==> src/rtl/core_pkg.sv <==
// ============================================================================
// Module  : core_pkg
// Purpose : Shared widths, fetch FSM state encodings and fetch stride for the
//           instruction-fetch front end.
// Ports   : none (package)
// Revision: 1.0 - initial release
// ============================================================================
`default_nettype none

package core_pkg;

  localparam int ADDR_W  = 64;
  localparam int INSTR_W = 32;

  // Byte stride between consecutive fetches, sized to the address so the
  // pc increment needs no width conversion.
  localparam logic [ADDR_W-1:0] INSTR_BYTES = ADDR_W'(4);

  typedef enum logic [1:0] {
    FETCH = 2'd0,
    STALL = 2'd1,
    FAULT = 2'd2
  } fetch_state_t;

endpackage : core_pkg

`default_nettype wire

==> src/rtl/ifetch_queue.sv <==
// ============================================================================
// Module  : ifetch_queue
// Purpose : Small synchronous FIFO holding {pc, instr} entries between the
//           fetch initiator and decode. Flush empties it in one edge.
// Ports   : clk, rst      - clock, synchronous active-high reset
//           i_push/i_wdata - enqueue request and entry
//           i_pop          - dequeue head (ignored when empty)
//           i_flush        - discard every entry
//           o_rdata        - head entry (undefined when empty)
//           o_full/o_empty/o_count - occupancy status
// Revision: 1.0 - initial release
// ============================================================================
`default_nettype none

module ifetch_queue #(
  parameter int DEPTH = 2,
  parameter int WIDTH = 96
) (
  input  logic                     clk,
  input  logic                     rst,
  input  logic                     i_push,
  input  logic                     i_pop,
  input  logic                     i_flush,
  input  logic [WIDTH-1:0]         i_wdata,
  output logic [WIDTH-1:0]         o_rdata,
  output logic                     o_full,
  output logic                     o_empty,
  output logic [$clog2(DEPTH):0]   o_count
);

  localparam int PTR_W = $clog2(DEPTH);
  localparam logic [PTR_W:0] C_FULL_COUNT = DEPTH[PTR_W:0];

  logic [WIDTH-1:0] r_mem [DEPTH];
  logic [PTR_W-1:0] r_wptr;
  logic [PTR_W-1:0] r_rptr;
  logic [PTR_W:0]   r_count;

  logic w_do_pop;
  logic w_do_push;

  assign o_full  = (r_count == C_FULL_COUNT);
  assign o_empty = (r_count == '0);
  assign o_count = r_count;
  assign o_rdata = r_mem[r_rptr];

  // A push into a full queue is accepted only when the head leaves on the
  // same edge, so occupancy never exceeds DEPTH.
  assign w_do_pop  = i_pop & ~o_empty;
  assign w_do_push = i_push & (~o_full | w_do_pop);

  always_ff @(posedge clk) begin
    if (rst || i_flush) begin
      r_wptr  <= '0;
      r_rptr  <= '0;
      r_count <= '0;
    end else begin
      if (w_do_push) r_wptr <= r_wptr + 1'b1;
      if (w_do_pop)  r_rptr <= r_rptr + 1'b1;
      case ({w_do_push, w_do_pop})
        2'b10:   r_count <= r_count + 1'b1;
        2'b01:   r_count <= r_count - 1'b1;
        default: r_count <= r_count;
      endcase
    end
  end

  // Storage carries no reset; validity is tracked by the pointers alone.
  always_ff @(posedge clk) begin
    if (w_do_push && !rst && !i_flush) r_mem[r_wptr] <= i_wdata;
  end

endmodule : ifetch_queue

`default_nettype wire

==> src/rtl/ifetch_master.sv <==
// ============================================================================
// Module  : ifetch_master
// Purpose : Instruction-RAM bus initiator. Presents the pc on HADDR, captures
//           HRDATA[31:0] when HREADY, and queues {pc, instr} for decode over
//           valid/ready. Handles redirects and misaligned-pc faults.
// Ports   : HCLK, HRESET           - clock, synchronous active-high reset
//           HADDR/HWDATA/HWRITE    - bus request (read-only initiator)
//           HRDATA/HREADY          - bus response
//           instr_valid/ready/data/pc - decode-side handshake and payload
//           redirect_valid/pc      - branch/jump redirect
//           fetch_fault            - sticky misaligned-pc indication
// Revision: 1.0 - initial release
// ============================================================================
`default_nettype none

module ifetch_master
  import core_pkg::*;
#(
  parameter logic [ADDR_W-1:0] RESET_PC    = 64'h0,
  parameter int                QUEUE_DEPTH = 2
) (
  input  logic                HCLK,
  input  logic                HRESET,
  output logic [ADDR_W-1:0]   HADDR,
  output logic [63:0]         HWDATA,
  output logic                HWRITE,
  input  logic [63:0]         HRDATA,
  input  logic                HREADY,
  output logic                instr_valid,
  input  logic                instr_ready,
  output logic [INSTR_W-1:0]  instr_data,
  output logic [ADDR_W-1:0]   instr_pc,
  input  logic                redirect_valid,
  input  logic [ADDR_W-1:0]   redirect_pc,
  output logic                fetch_fault
);

  localparam int C_ENTRY_W = ADDR_W + INSTR_W;

  fetch_state_t                   r_state;
  logic [ADDR_W-1:0]              r_pc;
  logic                           r_fault;

  logic                           w_pop;
  logic                           w_push;
  logic                           w_full;
  logic                           w_empty;
  logic [$clog2(QUEUE_DEPTH):0]   w_count;
  logic [C_ENTRY_W-1:0]           w_head;
  logic [INSTR_W+$clog2(QUEUE_DEPTH):0] w_unused_bits;

  assign HADDR       = r_pc;
  assign HWDATA      = '0;
  assign HWRITE      = 1'b0;
  assign fetch_fault = r_fault;

  assign instr_valid = ~w_empty;
  assign instr_pc    = w_head[C_ENTRY_W-1:INSTR_W];
  assign instr_data  = w_head[INSTR_W-1:0];

  // Upper read-data lane and the occupancy count are not needed here.
  assign w_unused_bits = {HRDATA[63:INSTR_W], w_count};

  // A redirect discards the queue, so neither a pop nor a push may take
  // effect on that edge.
  assign w_pop  = instr_valid & instr_ready & ~redirect_valid;
  assign w_push = (r_state == FETCH) & HREADY & (~w_full | w_pop) & ~redirect_valid;

  ifetch_queue #(
    .DEPTH (QUEUE_DEPTH),
    .WIDTH (C_ENTRY_W)
  ) u_queue (
    .clk     (HCLK),
    .rst     (HRESET),
    .i_push  (w_push),
    .i_pop   (w_pop),
    .i_flush (redirect_valid),
    .i_wdata ({r_pc, HRDATA[INSTR_W-1:0]}),
    .o_rdata (w_head),
    .o_full  (w_full),
    .o_empty (w_empty),
    .o_count (w_count)
  );

  always_ff @(posedge HCLK) begin
    if (HRESET) begin
      r_pc    <= RESET_PC;
      r_state <= FETCH;
      r_fault <= 1'b0;
    end else if (redirect_valid) begin
      r_pc <= redirect_pc;
      if (redirect_pc[1:0] == 2'b00) begin
        r_state <= FETCH;
        r_fault <= 1'b0;
      end else begin
        r_state <= FAULT;
        r_fault <= 1'b1;
      end
    end else begin
      case (r_state)
        FETCH: begin
          // Wait states freeze everything; a completed beat that cannot be
          // queued (full, no pop) parks the pc and stalls.
          if (HREADY) begin
            if (w_push) r_pc <= r_pc + INSTR_BYTES;
            else        r_state <= STALL;
          end
        end
        STALL: begin
          if (w_pop) r_state <= FETCH;
        end
        FAULT: begin
          r_state <= FAULT;
        end
        default: r_state <= FETCH;
      endcase
    end
  end

endmodule : ifetch_master

`default_nettype wire

==> config.mk <==
export PLATFORM = sky130hd
export DESIGN_NAME = ifetch_master
export DESIGN_NICKNAME = d
export VERILOG_FILES = /design/src/rtl/core_pkg.sv /design/src/rtl/ifetch_queue.sv /design/src/rtl/ifetch_master.sv
export SDC_FILE = /design/constraint.sdc
export NUM_CORES = 1
export LEC_CHECK = 0
export ABC_AREA = 1
export BUFFER_PORTS_ARGS = -buffer_cell sky130_fd_sc_hd__buf_2
export CAP_MARGIN = 25
export CORE_MARGIN = 2
export CORE_UTILIZATION = 53
export CTS_CLUSTER_DIAMETER = 40
export DETAILED_ROUTE_END_ITERATION = 7
export GPL_ROUTABILITY_DRIVEN = 0
export PLACE_DENSITY = 0.8
export REMOVE_ABC_BUFFERS = 1
export SLEW_MARGIN = 20
export SYNTH_ARGS = -nofsm -noshare
export SYNTH_HDL_FRONTEND = slang
export SYNTH_SLANG_ARGS = --single-unit
==> constraint.sdc <==
create_clock -name HCLK -period 9 [get_ports HCLK]
set_clock_uncertainty 0.2 [all_clocks]
set_input_delay 1.35 -clock HCLK [delete_from_list [all_inputs] [get_ports HCLK]]
set_output_delay 1.35 -clock HCLK [all_outputs]
set_load 0.05 [all_outputs]
==> results_dict.tcl <==
set metrics [dict create \
    max_stage_delay_ns 0.83 \
    min_path_type "reg2reg" \
    synth.cell_area_um2 12700 \
    p_leak_nw 6.22 \
    required_ns 8.94 \
    finalCritPeriodShare 0.565 \
    post-route-min-period_ns 5.08 \
    placed_cells 1820 \
    worstPathCellList "buf_2 -> buf_4 -> inv_2 -> nand3_4 -> nor2_4 -> inv_2 -> nor2_4 -> buf_4" \
    ff2ff_setup_slack_ns 5.03 \
    num_rows 56 \
    die_w_um 159 \
    synthArstFlopShare 0 \
    rsz0062_at_grt "false" \
    synth_edf_count 192 \
    area_growth_pct 20.6 \
    synth_top_area_share 0.453 \
    cts_hold_buffers 0 \
    maxCapViolations 0 \
    layout_setup_ws_ns 3.92 \
    h-tree-depth 2 \
    yosysWarnings 0 \
    io_pins 360 \
    port_buffers 262 \
    antenna_found_initial 6 \
    whs_ns 0.272 \
    grt_overflow 0 \
    crit_path_start_kind "input port" \
    fill_cells 1867 \
    drive_gt1_frac 0.308 \
    slew_headroom 0.356 \
    initial_core_util 0.541 \
    end_kind "flip-flop" \
    ys_types 39 \
    cp_max_fo 69 \
    maxSlewViolCount 0 \
    cp_num_buf_inv 5 \
    cts-root-buf "clkbuf_16" \
    postRouteAntennaNets 0 \
    hold_viol 0 \
    cts-buffers-inserted 38 \
    slowest_stage "buf_4" \
    tightestPinTransition_ns 0.965 \
    drt_first_pass_iters 5 \
    clkSlewWorstSetupHoldPaths_ns 0.05 \
    wirelength_um 32200 \
    clock_latency_ns 0.52 \
    final_nets 1676 \
    die_area_um2 25300 \
    dp_hpwl_um 22500 \
    fmax_mhz 197 \
    powerDensity_nw_per_um2 210 \
    grt_pass1_vias 9366 \
    tns_ns 0 \
    num_vias 9911 \
    worstPathArrival_ns 5.02 \
    clk_path_buf_depth 3 \
    avgViaCountPerCell 5.23 \
    cts_sinks 264 \
    cts_tree "done" \
    grt_max_degree 70 \
    setup_viol 0 \
    wl_per_cell_um 17.0 \
    synth_top_cell_by_area "edfxtp_1" \
    synth_seq_cells 264 \
    syn_avg_cell_area_um2 10.0 \
    grt_pass1_wl_um 49200 \
    drt_iter0_drc 729 \
    die_h_um 159 \
    postCtsSetupBuffers 0 \
    cts_resized 0 \
    status "finished clean" \
    crit_family "buffers and inverters" \
    drcViolationCount 0 \
    ys_seq_area_frac 0.566 \
    yosys_most_used_dff "edfxtp_1" \
    synthCells 1271 \
    fin_cells 1894 \
    preCtsSetupSlack_ns 3.39 \
    synthTopCellsByArea "edfxtp_1 45%, dfxtp_1 11%, nand2_1 9.1%" \
    core_area_um2 23500 \
    grt_usage 0.244 \
    ir_drop_uv 156 \
    critPathKind "in2reg" \
]
==> power breakdown <==
group	switching (mW)	total (mW)	internal (mW)	leakage, nW
registers	0.0452	1.39	1.34	2.33
clock network	0.552	1.49	0.938	0.623
logic	0.274	0.350	0.0762	3.27
total	0.871	3.23	2.36	6.22
==> synthesized netlist by cell type, types with 6 or more instances <==
cell and instances:
nand3_1 77, nor3_1 9, dfxtp_1 72, buf_2 7, nand4_1 15, nor2_2 15
nand2_1 309, xor2_1 13, o21ai_1 9, mux2_2 96, nand2_2 10, o21ai_0 72
inv_1 99, xnor2_1 7, a21oi_1 31, buf_4 69, nor2_1 98, clkbuf_1 19
edfxtp_1 192, nor2_4 9, nand2_4 6
==> stage by stage <==
step                cell area, um2   util  power, mW
finish                       15400  0.653       3.23
global route                 15400  0.652       3.32
CTS                          15300  0.652       3.25
detailed placement           14100  0.597       1.76
global placement             14100  0.597       1.75
floorplan                    12300      -       1.66
==> routing by layer <==
metal | part of all wire | wire (um) | track usage
met1 | 0.40 | 13000 | 0.309
met3 | 0.088 | 2840 | 0.0513
met2 | 0.47 | 15300 | 0.407
met4 | 0.036 | 1170 | 0.103
met5 | 0 | 0 | 0
==> path summary, 6_finish.rpt <==
kind,start,to,depth (start not counted)
max,redirect_valid,u_queue.r_mem[1][14]$_DFFE_PP_,8
min,HADDR[1]$_SDFFE_PP0P_,HADDR[1]$_SDFFE_PP0P_,2
max reg2reg,r_state[0]$_SDFFE_PP0P_,u_queue.r_mem[1][14]$_DFFE_PP_,8
min reg2reg,HADDR[1]$_SDFFE_PP0P_,HADDR[1]$_SDFFE_PP0P_,2
==> flip-flops by register name, indices dropped and copies added (netlist names), named ones only <==
| register | flops |
|---|---|
| u_queue.r_mem | 192 |
| HADDR | 64 |
| r_state | 2 |
| u_queue.o_count | 2 |
| fetch_fault | 1 |
| u_queue.r_rptr | 1 |
| u_queue.r_wptr | 1 |
==> worst register-to-register path: stages, from the launching register on <==
cell and delay, ns:
dfxtp_1 0.30, inv_1 0.08, nand2_1 0.06, nor2_2 0.24, nand3_4 0.17, nor2_4 0.64, inv_2 0.22, nor2_4 0.74
buf_4 0.83
==> cells in the final DEF, fill, tap and decap left out, drive strengths merged <==
| cell | count |
|---|---|
| a21oi | 33 |
| a31oi | 4 |
| and2 | 3 |
| buf | 268 |
| bufinv | 4 |
| clkbuf | 43 |
| clkinv | 11 |
| clkinvlp | 3 |
| conb | 65 |
| dfxtp | 72 |
| diode | 6 |
| edfxtp | 192 |
| ha | 2 |
| inv | 113 |
| mux2 | 96 |
| nand2 | 325 |
| nand3 | 82 |
| nand4 | 15 |
| nor2 | 124 |
| nor3 | 9 |
| nor3b | 1 |
| o211ai | 1 |
| o21ai | 81 |
| o21bai | 1 |
| or2 | 1 |
| xnor2 | 7 |
| xor2 | 13 |
==> final cells by class <==
type / instances / area (um2) / area share
Sequential cell: 264 / 7210 / 0.469
Multi-Input combinational cell: 863 / 4690 / 0.305
Timing Repair Buffer: 268 / 1360 / 0.0883
Clock buffer: 43 / 1010 / 0.0659
Inverter: 106 / 403 / 0.0262
Tap cell: 319 / 399 / 0.0260
Clock inverter: 25 / 279 / 0.0182
Antenna cell: 6 / 15.0 / 0.000977
==> cell families (layout without fill, tap and decap cells) <==
logic type,after synthesis,after routing,synth area share
flops,264,264,0.566
fa+ha+maj,2,2,0.00196
other cells,1,71,0.000294
xor+xnor,20,20,0.0137
compound gates,120,120,0.0496
simple gates,560,560,0.197
buf+inv,208,442,0.0864
mux,96,96,0.0849
No activity file was read; power rests on OpenSTA's default activity.
